### src/rtl/ahb_matrix_pkg.sv
// Shared definitions for the bus-matrix output stage: HTRANS codes, port index
// width and the output arbiter state encoding.
package ahb_matrix_pkg;

  localparam int PORT_W = 2;

  localparam logic [1:0] HTRANS_IDLE   = 2'b00;
  localparam logic [1:0] HTRANS_BUSY   = 2'b01;
  localparam logic [1:0] HTRANS_NONSEQ = 2'b10;
  localparam logic [1:0] HTRANS_SEQ    = 2'b11;

  localparam logic [1:0] ST_IDLE    = 2'b00;
  localparam logic [1:0] ST_GRANTED = 2'b01;
  localparam logic [1:0] ST_LOCKED  = 2'b10;

  // Next port index in the 0 -> 1 -> 2 -> 0 rotation.
  function automatic logic [PORT_W-1:0] next_port(input logic [PORT_W-1:0] p);
    return (p == 2'd2) ? 2'd0 : p + 2'd1;
  endfunction

endpackage

### src/rtl/ahb_rr_pick.sv
// Combinational 3-way picker: first requester found searching upward from start,
// wrapping 2 -> 0. Fixed priority is obtained by tying start to 0.
module ahb_rr_pick
  import ahb_matrix_pkg::*;
(
  input  logic [2:0]        req,
  input  logic [PORT_W-1:0] start,
  output logic [PORT_W-1:0] winner,
  output logic              any_req
);

  logic [3:0]        req_ext;
  logic [PORT_W-1:0] p1;
  logic [PORT_W-1:0] p2;

  assign req_ext = {1'b0, req};
  assign p1      = next_port(start);
  assign p2      = next_port(p1);
  assign any_req = |req;

  always_comb begin
    winner = start;
    if (req_ext[start])   winner = start;
    else if (req_ext[p1]) winner = p1;
    else if (req_ext[p2]) winner = p2;
  end

endmodule

### src/rtl/ahb_output_arbiter.sv
// Output-port arbiter of the bus matrix: picks which input stage owns the
// address phase, holds it across bursts and locks, and tracks the data-phase owner.
module ahb_output_arbiter
  import ahb_matrix_pkg::*;
#(
  parameter int ARB_SCHEME = 1
) (
  input  logic              HCLK,
  input  logic              HRESET,
  input  logic              req_in0,
  input  logic              req_in1,
  input  logic              req_in2,
  input  logic [1:0]        trans_op,
  input  logic              lock_op,
  input  logic              HREADYM,
  output logic [PORT_W-1:0] addr_in_port,
  output logic              no_port,
  output logic              active_op0,
  output logic              active_op1,
  output logic              active_op2,
  output logic [PORT_W-1:0] data_in_port,
  output logic              data_valid
);

  logic [1:0]        state;
  logic [1:0]        state_nxt;
  logic [PORT_W-1:0] last_owner;
  logic [PORT_W-1:0] last_nxt;
  logic [PORT_W-1:0] addr_nxt;
  logic [PORT_W-1:0] start;
  logic [PORT_W-1:0] winner;
  logic              no_port_nxt;
  logic              any_req;
  logic              burst;
  logic              release_ok;
  logic              keep;
  logic [2:0]        active_q;

  assign start = (ARB_SCHEME != 0) ? next_port(last_owner) : '0;

  ahb_rr_pick u_pick (
    .req     ({req_in2, req_in1, req_in0}),
    .start   (start),
    .winner  (winner),
    .any_req (any_req)
  );

  // The owner keeps the bus mid-burst and for as long as it asserts lock;
  // a lock is released only at a transfer boundary (IDLE or NONSEQ).
  always_comb begin
    burst       = (trans_op == HTRANS_SEQ) || (trans_op == HTRANS_BUSY);
    release_ok  = (trans_op == HTRANS_IDLE) || (trans_op == HTRANS_NONSEQ);
    keep        = (state == ST_LOCKED) ? (lock_op || !release_ok)
                                       : ((state != ST_IDLE) && (burst || lock_op));
    state_nxt   = state;
    addr_nxt    = addr_in_port;
    no_port_nxt = no_port;
    last_nxt    = last_owner;
    if (keep) begin
      state_nxt = lock_op ? ST_LOCKED : ST_GRANTED;
    end else if (any_req) begin
      state_nxt   = ST_GRANTED;
      addr_nxt    = winner;
      no_port_nxt = 1'b0;
      last_nxt    = winner;
    end else begin
      state_nxt   = ST_IDLE;
      no_port_nxt = 1'b1;
    end
  end

  always_ff @(posedge HCLK or posedge HRESET) begin
    if (HRESET) begin
      state        <= ST_IDLE;
      last_owner   <= 2'd2;
      addr_in_port <= '0;
      no_port      <= 1'b1;
      active_q     <= 3'b000;
      data_in_port <= '0;
      data_valid   <= 1'b0;
    end else if (HREADYM) begin
      state        <= state_nxt;
      last_owner   <= last_nxt;
      addr_in_port <= addr_nxt;
      no_port      <= no_port_nxt;
      active_q     <= no_port_nxt ? 3'b000 : (3'b001 << addr_nxt);
      data_in_port <= addr_in_port;
      data_valid   <= !no_port && ((trans_op == HTRANS_NONSEQ) || (trans_op == HTRANS_SEQ));
    end
  end

  assign active_op0 = active_q[0];
  assign active_op1 = active_q[1];
  assign active_op2 = active_q[2];

endmodule

### config.mk
export PLATFORM = sky130hd
export DESIGN_NAME = ahb_output_arbiter
export DESIGN_NICKNAME = d
export VERILOG_FILES = /design/src/rtl/ahb_matrix_pkg.sv /design/src/rtl/ahb_rr_pick.sv /design/src/rtl/ahb_output_arbiter.sv
export SDC_FILE = /design/constraint.sdc
export NUM_CORES = 1
export LEC_CHECK = 0
export ABC_AREA = 1
export CAP_MARGIN = 10
export CELL_PAD_IN_SITES_DETAIL_PLACEMENT = 1
export CELL_PAD_IN_SITES_GLOBAL_PLACEMENT = 1
export CORE_MARGIN = 3
export CORE_UTILIZATION = 38
export CTS_BUF_LIST = sky130_fd_sc_hd__clkbuf_8
export CTS_CLUSTER_DIAMETER = 200
export CTS_CLUSTER_SIZE = 8
export DETAILED_ROUTE_END_ITERATION = 10
export GPL_TIMING_DRIVEN = 0
export PLACE_DENSITY_LB_ADDON = 0.25
export SETUP_SLACK_MARGIN = 0.1
export SYNTH_ARGS = -nofsm -noshare
export SYNTH_HDL_FRONTEND = slang
export SYNTH_SLANG_ARGS = --single-unit
### constraint.sdc
create_clock -name HCLK -period 4.2 [get_ports HCLK]
set_input_delay 0.63 -clock HCLK [delete_from_list [all_inputs] [get_ports HCLK]]
set_output_delay 0.63 -clock HCLK [all_outputs]
set_load 0.01 [all_outputs]
# Yosys cells after proc, flatten, opt, wreduce, memory -nomap -nowiden
# Index checks and enable logic that the tools add are counted.
[word_totals] regBits=13 latch_bits=0 ram_bits=0 rom_bits=0 in_bits=9 output_inout_bits=9 elab_cells=56 n_memories=0
[classes] addsub=3 n_mul=0 n_div=0 magnitude_cmp=3 n_eq_ne=7 shift=1 n_mux=21 n_bitwise=1 n_reduce_logical=13
[op_table] operator="$mux W2" n=10
[op_table] operator="$eq A2 B2 Y1 const B" n=6
[op_table] operator="$lt A2 B3 Y1 const B" n=3
[op_table] operator="$mux W1" n=7
[op_table] operator="$add A2 B1 Y2 const B" n=3
[op_table] operator="$bmux W1 S2" n=3
[op_table] operator="$logic_or A1 B1 Y1" n=5
[op_table] operator="$mux W3" n=1
[op_table] operator="$reduce_and A3 Y1" n=1
[op_table] operator="$reduce_or A3 Y1" n=1
[op_table] operator="$shl A1 B2 Y3 const A" n=1
[op_table] operator="$eq A2 B1 Y1 const B" n=1
[op_table] operator="$logic_and A1 B1 Y1" n=2
[op_table] operator="$logic_not A1 Y1" n=2
[op_table] operator="$logic_not A2 Y1" n=1
[op_table] operator="$reduce_bool A2 Y1" n=1
[op_table] operator="$not A1 Y1" n=1

# Longest topological paths before layout
# Gate-level depths: netlist (run 1).
[logic_depth] ltp_word=15 ltp_mapped=11

# Hierarchy
# A second synthesis (run 1) with hierarchy kept.
[hier_totals] hier_cells=115 area_unflattened_um2=810.8
[by_module_without_submodules] mod="ahb_output_arbiter" instances=1 cells_per_inst=81 area_each_um2=658.1 seq_area_each_um2=327.8
[by_module_without_submodules] mod="ahb_rr_pick" instances=1 cells_per_inst=34 area_each_um2=152.6 seq_area_each_um2=0.0

# Worst setup path after synthesis (run 1)
# No wires, ideal clock.
[synth_path] path_type="input -> register" from="input trans_op[0]" to="register addr_in_port[1]" t_arrival_ps=1388 slack_ps=2695 cell_stages=8 cell_sequence="nor2_1 -> nor2_2 -> nor2_2 -> inv_2 -> nor2_4 -> nand3_1 -> o21ai_1 -> inv_1"
[synth_between] elab_chain_len=6 elab_cells_between_ends=12 cone_classes="eq/ne: 3; mux: 2; reduce/logical: 7"
[synth_rtl] element="start: declaration" line="ahb_output_arbiter.sv:13" rtl="input logic [1:0] trans_op,"
[synth_rtl] element="$eq A2 B2 Y1, or another cell as far along" line="ahb_output_arbiter.sv:51" rtl="burst = (trans_op == HTRANS_SEQ) || (trans_op == HTRANS_BUSY);"
[synth_rtl] element="$logic_or A1 B1 Y1, on equally long branches" line="ahb_output_arbiter.sv:51, ahb_output_arbiter.sv:52"
[synth_rtl] element="$logic_or A1 B1 Y1 or $logic_not A1 Y1 (tied branches)" line="ahb_output_arbiter.sv:54, ahb_output_arbiter.sv:53"
[synth_rtl] element="$logic_and A1 B1 Y1 or $logic_or A1 B1 Y1 (tied branches)" line="ahb_output_arbiter.sv:54, ahb_output_arbiter.sv:53"
[synth_rtl] element="$mux W1 *" line="ahb_output_arbiter.sv:53" rtl="keep = (state == ST_LOCKED) ? (lock_op || !release_ok)"
[synth_rtl] element="$mux W2 *" line="ahb_output_arbiter.sv:59" rtl="if (keep) begin"
[synth_rtl] element="end signal: assignment" line="ahb_output_arbiter.sv:84" rtl="addr_in_port <= addr_nxt;"
[synth_rtl] element="end: declaration" line="ahb_output_arbiter.sv:16" rtl="output logic [PORT_W-1:0] addr_in_port,"
# Every way passes the cells marked *; elsewhere a longest branch is shown, timed or not.
# A chain may end at the register's enable or synchronous reset.

# Final worst setup path (run 1)
[layout_path] from="register no_port" to="output no_port"
[layout_lines] element="start: declaration" line="ahb_output_arbiter.sv:17" rtl="output logic no_port,"
[layout_lines] element="start signal: assignment" line="ahb_output_arbiter.sv:85" rtl="no_port <= no_port_nxt;"
# No word-level cell between the ends.

==> results.sh, run 1 <==
export IMPL_syn_avg_cell_area_sq_um=7.53
export IMPL_die_w_microns=50.1
export IMPL_num_rows=15
export IMPL_ys_seq_elements=13
export IMPL_synth_nets=107
export IMPL_hold_viol_final=0
export IMPL_setup_violations=0
export IMPL_fp_dieH_microns=50.1
export IMPL_dr_pass1_iters=2
export IMPL_cp_slowest_stage_delay_ps=570
export IMPL_r2r_slack_ps=2670
export IMPL_status="completed"
export IMPL_grt_pass1_vias=786
export IMPL_synth_cells=98
export IMPL_multi_input_area_sq_um=354
export IMPL_antenna_found_initial=0
export IMPL_relSlewSlack_pct=65.5
export IMPL_grt_pass1_wl_microns=3570
export IMPL_hold_class="reg -> reg"
export IMPL_via_count=744
export IMPL_cts_clk_slew_worst_paths_ps=60
export IMPL_die_area_sq_um=2510
export IMPL_wirelength_microns=2020
export IMPL_post_dp_hpwl_microns=1600
export IMPL_clk_latency_ps=250
export IMPL_rsz0062_at_grt="false"
export IMPL_gr_total_overflow=0
export IMPL_clkSinkCount=13
export IMPL_cp_cell_sequence="clkdlybuf4s50_1"
export IMPL_post_route_period_util_pct=47.4
export IMPL_cts_tree="yes"
export IMPL_io_pins=18
export IMPL_cts_buffer_depth=2
export IMPL_final_seq_area_sq_um=328
export IMPL_ir_worst_vdd_uv=299
export IMPL_hold_path_depth=2
export IMPL_grt_max_degree=14
export IMPL_crit_required_ps=3570
export IMPL_worstReg2RegStart="last_owner[1]"
export IMPL_grt_usage_pct=18.5
export IMPL_fin_crit_ps=1990
export IMPL_p_per_area_nw_per_um2=648
export IMPL_tightestPinTransition_ps=517
export IMPL_drive_above_1_share_pct=17.6
export IMPL_antennaDiodeCount=0
export IMPL_power_mw=0.638
export IMPL_synth_edf_count=0
export IMPL_root_buffer="clkbuf_8"
export IMPL_cts_hold_buf=0
export IMPL_io_buffers=17
export IMPL_cp_max_fo=4
export IMPL_ys_types=23
export IMPL_synth_area_sq_um=738
export IMPL_finish_net_count=129
export IMPL_final_max_slew_violation_count=0
export IMPL_reg2regPathDepth=11
export IMPL_drt_iter0_drc=3
export IMPL_cp_top_family="flip-flops"
export IMPL_timing_fmax_ghz=0.502
export IMPL_crit_path_end_kind="output pin"
export IMPL_finalClockSkew_ps=8.24
export IMPL_initial_core_util_pct=41.4
export IMPL_cp_slowest_cell="dfstp_2"
export IMPL_route_detailed_drc=0
export IMPL_yosysSeqAreaShare_pct=44.4
export IMPL_min_to="active_q[0]"
export IMPL_crit_arrival_ps=1360
export IMPL_drv_cap=0
export IMPL_async_flop_share_pct=100
export IMPL_leakage_nw=0.491
export IMPL_min_from="active_q[0]"
export IMPL_criticalPathCategory="reg -> out"
export IMPL_htree_levels=1
export IMPL_antenna_left=0
export IMPL_core_area_sq_um=1780
export IMPL_cts_buffers=3
export IMPL_cp_num_buf_inv=1
export IMPL_area_delta_synth_final_pct=33.6
export IMPL_cts_resized=0
export IMPL_fin_tns_setup_ps=0
export IMPL_viasPerCell=5.17
export IMPL_ys_warn_count=0
export IMPL_place_congestion=0.757
export IMPL_post_cts_setup_buffers=0
export IMPL_start_kind="flop"
export IMPL_wl_per_cell_microns=14.0
export IMPL_ys_flop_type="dfrtp_1"
export IMPL_fill_cells=236
export IMPL_r2r_end="active_q[1]"
-- placed cells by master, fill, tap and decap left out --
master,n
nand3_1,10
o21ai_1,3
clkdlybuf4s50_1,17
o21a_1,1
o211ai_1,1
nor3b_1,1
buf_6,1
o21ai_0,3
or2_2,2
clkinv_2,1
inv_1,9
nand3_2,2
nand2_2,1
and3_1,1
nor3_1,1
inv_2,3
a21oi_1,1
clkbuf_8,3
o21ai_2,1
nor2_1,6
a22o_1,1
nand2_1,32
nor2_4,1
nor2_2,4
dfstp_2,2
dfrtp_1,11
-- stage by stage --
step | instance area (sq um) | setup slack [ps] | instances | hold slack [ps] | util, %
finish | 986 | 2210 | 144 | 481 | 55.3
global route | 986 | 2180 | 144 | 509 | 55.3
CTS | 986 | 2210 | 144 | 484 | 55.3
detailed placement | 940 | 2040 | 140 | 469 | 52.7
global placement | 940 | 2120 | 140 | 456 | 52.7
floorplan | 738 | 2700 | 98 | 481 | -
-- state kept, by name (all words and copies together) (netlist names) --
register / count
state: 2
data_valid: 1
addr_in_port: 2
active_q: 3
data_in_port: 2
no_port: 1
last_owner: 2
-- area by class of cell --
cell class / instances / share of cell area (%)
flip-flops and latches: 13 / 33.2
plain buffers: 1 / 1.14
multi-input cells: 72 / 35.9
clock buffers: 3 / 4.19
inverters: 12 / 4.57
repair buffers: 17 / 17.3
well taps: 25 / 3.17
clock inverters: 1 / 0.508
-- power by group --
group	internal [mW]	switching, mW	total [mW]	leakage, nW
Sequential	0.179	0.0430	0.222	0.160
Clock	0.0656	0.0481	0.114	0.0255
Combinational	0.136	0.167	0.303	0.305
-- worst max-delay path by stage --
stage / from / to / cells after the start
floorplan: trans_op[0] / addr_in_port[1] / 8
global placement: req_in2 / addr_in_port[1] / 8
detailed placement: req_in2 / addr_in_port[1] / 8
CTS: no_port / no_port / 1
global route: no_port / no_port / 1
finish: no_port / no_port / 1
-- cells in the mapped netlist (2+ instances only) --
cell | n | area, sq um
nor2_2 | 4 | 25.0
nor2_1 | 6 | 22.5
nand3_1 | 10 | 50.1
nand3_2 | 2 | 20.0
or2_2 | 2 | 12.5
nand2_1 | 32 | 120
dfrtp_1 | 11 | 275
dfstp_2 | 2 | 52.6
o21ai_1 | 3 | 15.0
inv_1 | 9 | 33.8
o21ai_0 | 3 | 15.0
inv_2 | 3 | 11.3
-- per-layer routing --
metal	global-route usage (%)	share of wire [%]	vias up	routed length [microns]
li1	-	-	359	-
met5	0	0	-	0
met3	6.65	3.8	7	76
met1	21.8	44	362	882
met4	8.29	2.6	0	53
met2	29.8	50	16	1000
-- kinds of logic after synthesis --
family	synth area share, %
flops	44.4
simple gates	38.8
compound gates	9.15
buf+inv	7.63
Note: power is estimated with default switching activity, not from simulation.
==> run 2, diff against run 1 <==
--- a/config.mk
+++ b/config.mk
@@ -9,8 +9,9 @@
 export CAP_MARGIN = 10
 export CELL_PAD_IN_SITES_DETAIL_PLACEMENT = 1
 export CELL_PAD_IN_SITES_GLOBAL_PLACEMENT = 1
+export CORE_ASPECT_RATIO = 1.5
 export CORE_MARGIN = 3
-export CORE_UTILIZATION = 38
+export CORE_UTILIZATION = 32
 export CTS_BUF_LIST = sky130_fd_sc_hd__clkbuf_8
 export CTS_CLUSTER_DIAMETER = 200
 export CTS_CLUSTER_SIZE = 8
==> constraint.sdc (replaced) <==
create_clock -name HCLK -period 1.75 [get_ports HCLK]
set_input_delay 0.2625 -clock HCLK [delete_from_list [all_inputs] [get_ports HCLK]]
set_output_delay 0.2625 -clock HCLK [all_outputs]
set_load 0.01 [all_outputs]
==> run 2 against run 1 <==
  * Non-clock buffer count rose by 1
  * Die area rose by 17%
  * Setup slack got worse by 2000 ps
  * Worst hold slack got worse by 140 ps
  * Global-route usage fell by 3.6 points
  * Utilization fell by 7.4 points
  * Sequential power rose by 140%
  * Cell count fell by 1.4%
  * Combinational power rose by 150%
  * Clock power rose by 140%
  * Flip-flop and latch count did not move
  * Critical path depth did not move
  * Largest power group unchanged
  * Highest routed layer unchanged
==> results.sh, run 2 (same netlist as run 1, synthesis figures left out) <==
export IMPL_status="completed"
export IMPL_fin_util_pct=47.9
export IMPL_route_detailed_drc=0
export IMPL_post_dp_hpwl_microns=1440
export IMPL_root_buffer="clkbuf_8"
export IMPL_relSlewSlack_pct=67.0
export IMPL_layout_common_cells="nand2_1 (31), clkdlybuf4s50_1 (17), dfrtp_1 (11)"
export IMPL_p_switching_mw=0.622
export IMPL_grt_pass1_vias=750
export IMPL_drive_above_1_share_pct=20.8
export IMPL_multi_input_area_sq_um=370
export IMPL_start_kind="flop"
export IMPL_drt_iter0_drc=5
export IMPL_place_congestion=0.813
export IMPL_antenna_found_initial=0
export IMPL_finalClockSkew_ps=0.622
export IMPL_leakage_nw=0.497
export IMPL_via_count=700
export IMPL_switching_share_pct=39.9
export IMPL_grt_pass1_wl_microns=3260
export IMPL_cts_hold_buf=0
export IMPL_cp_cell_sequence="clkdlybuf4s50_1"
export IMPL_finish_net_count=130
export IMPL_num_rows=20
export IMPL_fin_crit_ps=1590
export IMPL_intPower_mw=0.938
export IMPL_cts_buffers=3
export IMPL_power_frac_comb_pct=48.0
export IMPL_setup_violations=0
export IMPL_criticalPathCategory="reg -> out"
export IMPL_cp_num_buf_inv=1
export IMPL_htree_levels=1
export IMPL_die_area_sq_um=2930
export IMPL_final_max_slew_violation_count=0
export IMPL_io_buffers=17
export IMPL_cts_buffer_depth=2
export IMPL_crit_arrival_ps=1330
export IMPL_die_w_microns=45.2
export IMPL_clk_latency_ps=240
export IMPL_seqPwrFrac_pct=34.7
export IMPL_wl_per_cell_microns=13.2
export IMPL_final_seq_area_sq_um=328
export IMPL_cp_slowest_stage_delay_ps=550
export IMPL_cp_slowest_cell="dfstp_2"
export IMPL_crit_required_ps=1490
export IMPL_final_common_cell="nand2_1"
export IMPL_ir_worst_vdd_uv=866
export IMPL_dr_pass1_iters=2
export IMPL_largest_reg_flops=3
export IMPL_p_per_area_nw_per_um2=1550
export IMPL_cp_max_fo=4
export IMPL_cts_clk_slew_worst_paths_ps=60
export IMPL_fp_dieH_microns=64.8
export IMPL_fin_tns_setup_ps=0
export IMPL_crit_path_end_kind="output pin"
export IMPL_drv_cap=0
export IMPL_timing_fmax_ghz=0.630
export IMPL_rsz0062_at_grt="false"
export IMPL_gr_total_overflow=0
export IMPL_wirelength_microns=1870
export IMPL_post_route_period_util_pct=90.8
export IMPL_fill_cells=276
export IMPL_grt_usage_pct=15.0
export IMPL_cp_top_family="flip-flops"
export IMPL_clkSinkCount=13
export IMPL_hold_class="in -> async"
export IMPL_antenna_left=0
export IMPL_area_delta_synth_final_pct=36.3
export IMPL_antennaDiodeCount=0
export IMPL_power_frac_clock_pct=17.3
export IMPL_hold_ws_ps=339
export IMPL_regMostFlops="active_q"
export IMPL_grt_max_degree=14
export IMPL_initial_core_util_pct=35.1
export IMPL_io_pins=18
export IMPL_hold_viol_final=0
export IMPL_core_area_sq_um=2100
export IMPL_viasPerCell=4.93
export IMPL_tightestPinTransition_ps=494
export IMPL_cts_tree="yes"
## run 2: changes by cell type in the layout (fill, tap and decap cells not counted), sizes merged
| cell | previous run | this run |
|---|---|---|
| buf | 1 | 2 |
## run 2: repair_timing
action | in CTS | in global routing
endpoints found under the setup margin | 0 | 2
gates resized for setup | 0 | 4
setup buffers | 0 | 1
## run 2: area by class of cell
type	count	share of cell area, %
multi-input cells	72	36.8
flip-flops and latches	13	32.6
repair buffers	18	17.7
inverters	12	4.48
clock buffers	3	4.10
well taps	22	2.74
plain buffers	1	1.12
clock inverters	1	0.498
## run 2: layer usage
| layer | track usage (%) | wire, microns | up-vias |
|---|---|---|---|
| met1 | 17.0 | 719 | 324 |
| li1 | - | - | 357 |
| met5 | 0 | 0 | - |
| met3 | 0.278 | 67 | 5 |
| met2 | 27.0 | 1040 | 14 |
| met4 | 7.69 | 43 | 0 |
## run 2: power groups by stage
stage,clock (mW),combinational [mW],sequential [mW]
floorplan,0,0.399,0.557
global placement,0,0.697,0.533
detailed placement,0,0.718,0.536
CTS,0.278,0.724,0.533
global route,0.291,0.853,0.561
finish,0.270,0.749,0.541
## run 2: final timing paths
path,start,depth (start not counted),slack (ps),to
max,no_port,1,160,no_port
min,HRESET,2,340,data_in_port[1]
max reg2reg,last_owner[1],9,230,active_q[1]
min reg2reg,data_in_port[1],2,470,data_in_port[1]
max in group asynchronous,HRESET,2,1060,no_port
min in group HCLK,data_in_port[1],2,470,data_in_port[1]
## run 2: through the flow
stage | setup slack (ps) | total power [mW] | cell area [sq um] | cells
finish | 162 | 1.56 | 1010 | 142
global route | 91.0 | 1.71 | 1010 | 142
CTS | 154 | 1.54 | 982 | 141
detailed placement | -13.6 | 1.25 | 936 | 137
global placement | 42.0 | 1.23 | 936 | 137
floorplan | 431 | 0.955 | 738 | 98
==> run 3, diff against run 2 <==
--- a/config.mk
+++ b/config.mk
@@ -9,7 +9,7 @@
 export CAP_MARGIN = 10
 export CELL_PAD_IN_SITES_DETAIL_PLACEMENT = 1
 export CELL_PAD_IN_SITES_GLOBAL_PLACEMENT = 1
-export CORE_ASPECT_RATIO = 1.5
+export CORE_ASPECT_RATIO = 1.75
 export CORE_MARGIN = 3
 export CORE_UTILIZATION = 32
 export CTS_BUF_LIST = sky130_fd_sc_hd__clkbuf_8
==> run 3 against run 2 <==
  * Non-clock buffer count decreased by 1
  * Via count decreased by 0.43%
  * Highest routed layer unchanged
  * Combinational power shrank 4.5%
  * Design area down 2.2%
  * First-iteration DRC count grew to 2.8 times the previous value
  * Cell count grew 0.70%
  * Largest cell class unchanged
  * Power shrank 2.8%
==> results.sh, run 3 (same netlist as run 1, synthesis figures left out) <==
export IMPL_post_cts_setup_buffers=0
export IMPL_wirelength_microns=1940
export IMPL_start_kind="flop"
export IMPL_rsz0062_at_grt="false"
export IMPL_cp_slowest_stage_delay_ps=550
export IMPL_drv_cap=0
export IMPL_r2r_end="active_q[1]"
export IMPL_hold_ws_ps=343
export IMPL_drt_iter0_drc=14
export IMPL_ir_worst_vdd_uv=700
export IMPL_layout_common_cells="nand2_1 (32), clkdlybuf4s50_1 (17), dfrtp_1 (11)"
export IMPL_cts_tree="yes"
export IMPL_cp_max_fo=4
export IMPL_initial_core_util_pct=34.4
export IMPL_antenna_left=0
export IMPL_finish_net_count=129
export IMPL_antenna_found_initial=0
export IMPL_status="completed"
export IMPL_cts_clk_slew_worst_paths_ps=60
export IMPL_leakage_nw=0.492
export IMPL_power_frac_clock_pct=17.5
export IMPL_intPower_mw=0.911
export IMPL_wl_per_cell_microns=13.6
export IMPL_fp_dieH_microns=69.5
export IMPL_power_frac_comb_pct=47.2
export IMPL_r2r_slack_ps=250
export IMPL_viasPerCell=4.87
export IMPL_timing_fmax_ghz=0.629
export IMPL_grt_max_degree=14
export IMPL_crit_path_end_kind="output pin"
export IMPL_hold_class="in -> async"
export IMPL_final_common_cell="nand2_1"
export IMPL_route_detailed_drc=0
export IMPL_p_switching_mw=0.604
export IMPL_post_dp_hpwl_microns=1550
export IMPL_io_pins=18
export IMPL_crit_required_ps=1490
export IMPL_criticalPathCategory="reg -> out"
export IMPL_finalClockSkew_ps=4.53
export IMPL_root_buffer="clkbuf_8"
export IMPL_cts_hold_buf=0
export IMPL_area_delta_synth_final_pct=33.2
export IMPL_final_max_slew_violation_count=0
export IMPL_htree_levels=1
export IMPL_cts_buffer_depth=2
export IMPL_grt_usage_pct=15.4
export IMPL_largest_reg_flops=3
export IMPL_worst_slack_ps=159
export IMPL_drive_above_1_share_pct=16.8
export IMPL_fin_crit_ps=1590
export IMPL_switching_share_pct=39.9
export IMPL_io_buffers=17
export IMPL_dp_cells=139
export IMPL_setup_violations=0
export IMPL_clk_latency_ps=250
export IMPL_num_rows=22
export IMPL_cp_cell_sequence="clkdlybuf4s50_1"
export IMPL_via_count=697
export IMPL_dr_pass1_iters=4
export IMPL_seqPwrFrac_pct=35.3
export IMPL_die_w_microns=42.3
export IMPL_fin_util_pct=45.8
export IMPL_grt_pass1_vias=789
export IMPL_regMostFlops="active_q"
export IMPL_cts_buffers=3
export IMPL_antennaDiodeCount=0
export IMPL_hold_viol_final=0
export IMPL_crit_arrival_ps=1330
export IMPL_post_route_period_util_pct=90.9
export IMPL_core_area_sq_um=2150
export IMPL_gr_total_overflow=0
export IMPL_die_area_sq_um=2940
export IMPL_cp_slowest_cell="dfstp_2"
export IMPL_cp_top_family="flip-flops"
export IMPL_relSlewSlack_pct=67.5
export IMPL_clkSinkCount=13
export IMPL_fill_cells=272
export IMPL_worstReg2RegStart="last_owner[1]"
export IMPL_grt_pass1_wl_microns=3410
export IMPL_dp_slack_ps=-11.7
export IMPL_cp_num_buf_inv=1
export IMPL_final_seq_area_sq_um=328
export IMPL_p_per_area_nw_per_um2=1540
export IMPL_reg2regPathDepth=9
export IMPL_cts_resized=0
export IMPL_place_congestion=0.821
export IMPL_multi_input_area_sq_um=354
export IMPL_final_cell_count_no_fill=143
export IMPL_tightestPinTransition_ps=486
## run 3: power by group through the flow
stage	registers, mW	clock network (mW)	logic (mW)
final	0.536	0.265	0.715
after global routing	0.551	0.287	0.808
after CTS	0.535	0.276	0.730
after detailed placement	0.537	0	0.724
after global placement	0.529	0	0.699
after floorplan	0.557	0	0.399
## run 3: per-layer routing
layer	track usage (%)	routed length (microns)	share of wire [%]	vias up
met5	0	0	0	-
met1	15.7	736	38	327
met4	10.4	53	2.7	0
met2	27.5	1090	56	14
li1	-	-	-	352
met3	2.08	61	3.1	4
## run 3: cell type report
type | instances | area share (%)
Multi-Input combinational cell | 72 | 36.0
Sequential cell | 13 | 33.3
Timing Repair Buffer | 17 | 17.3
Inverter | 12 | 4.58
Clock buffer | 3 | 4.20
Tap cell | 24 | 3.05
Buffer | 1 | 1.15
Clock inverter | 1 | 0.382
## run 3: how the worst max path moves through the flow
stage,from,end,slack [ps],depth (start not counted)
5_1_grt,last_owner[1],active_q[2],110,8
4_1_cts,no_port,no_port,140,1
6_report,no_port,no_port,160,1
2_1_floorplan,last_owner[1],active_q[1],430,9
3_3_place_gp,req_in0,active_q[1],10,7
3_5_place_dp,req_in0,addr_in_port[1],-10,8
## run 3: per-stage QoR
stage                     power, mW  TNS (ps)  cell area, sq um
after global placement         1.23         0               938
after detailed placement       1.26     -11.7               938
after floorplan               0.955         0               738
final                          1.52         0               983
after CTS                      1.54         0               983
after global routing           1.65         0               983
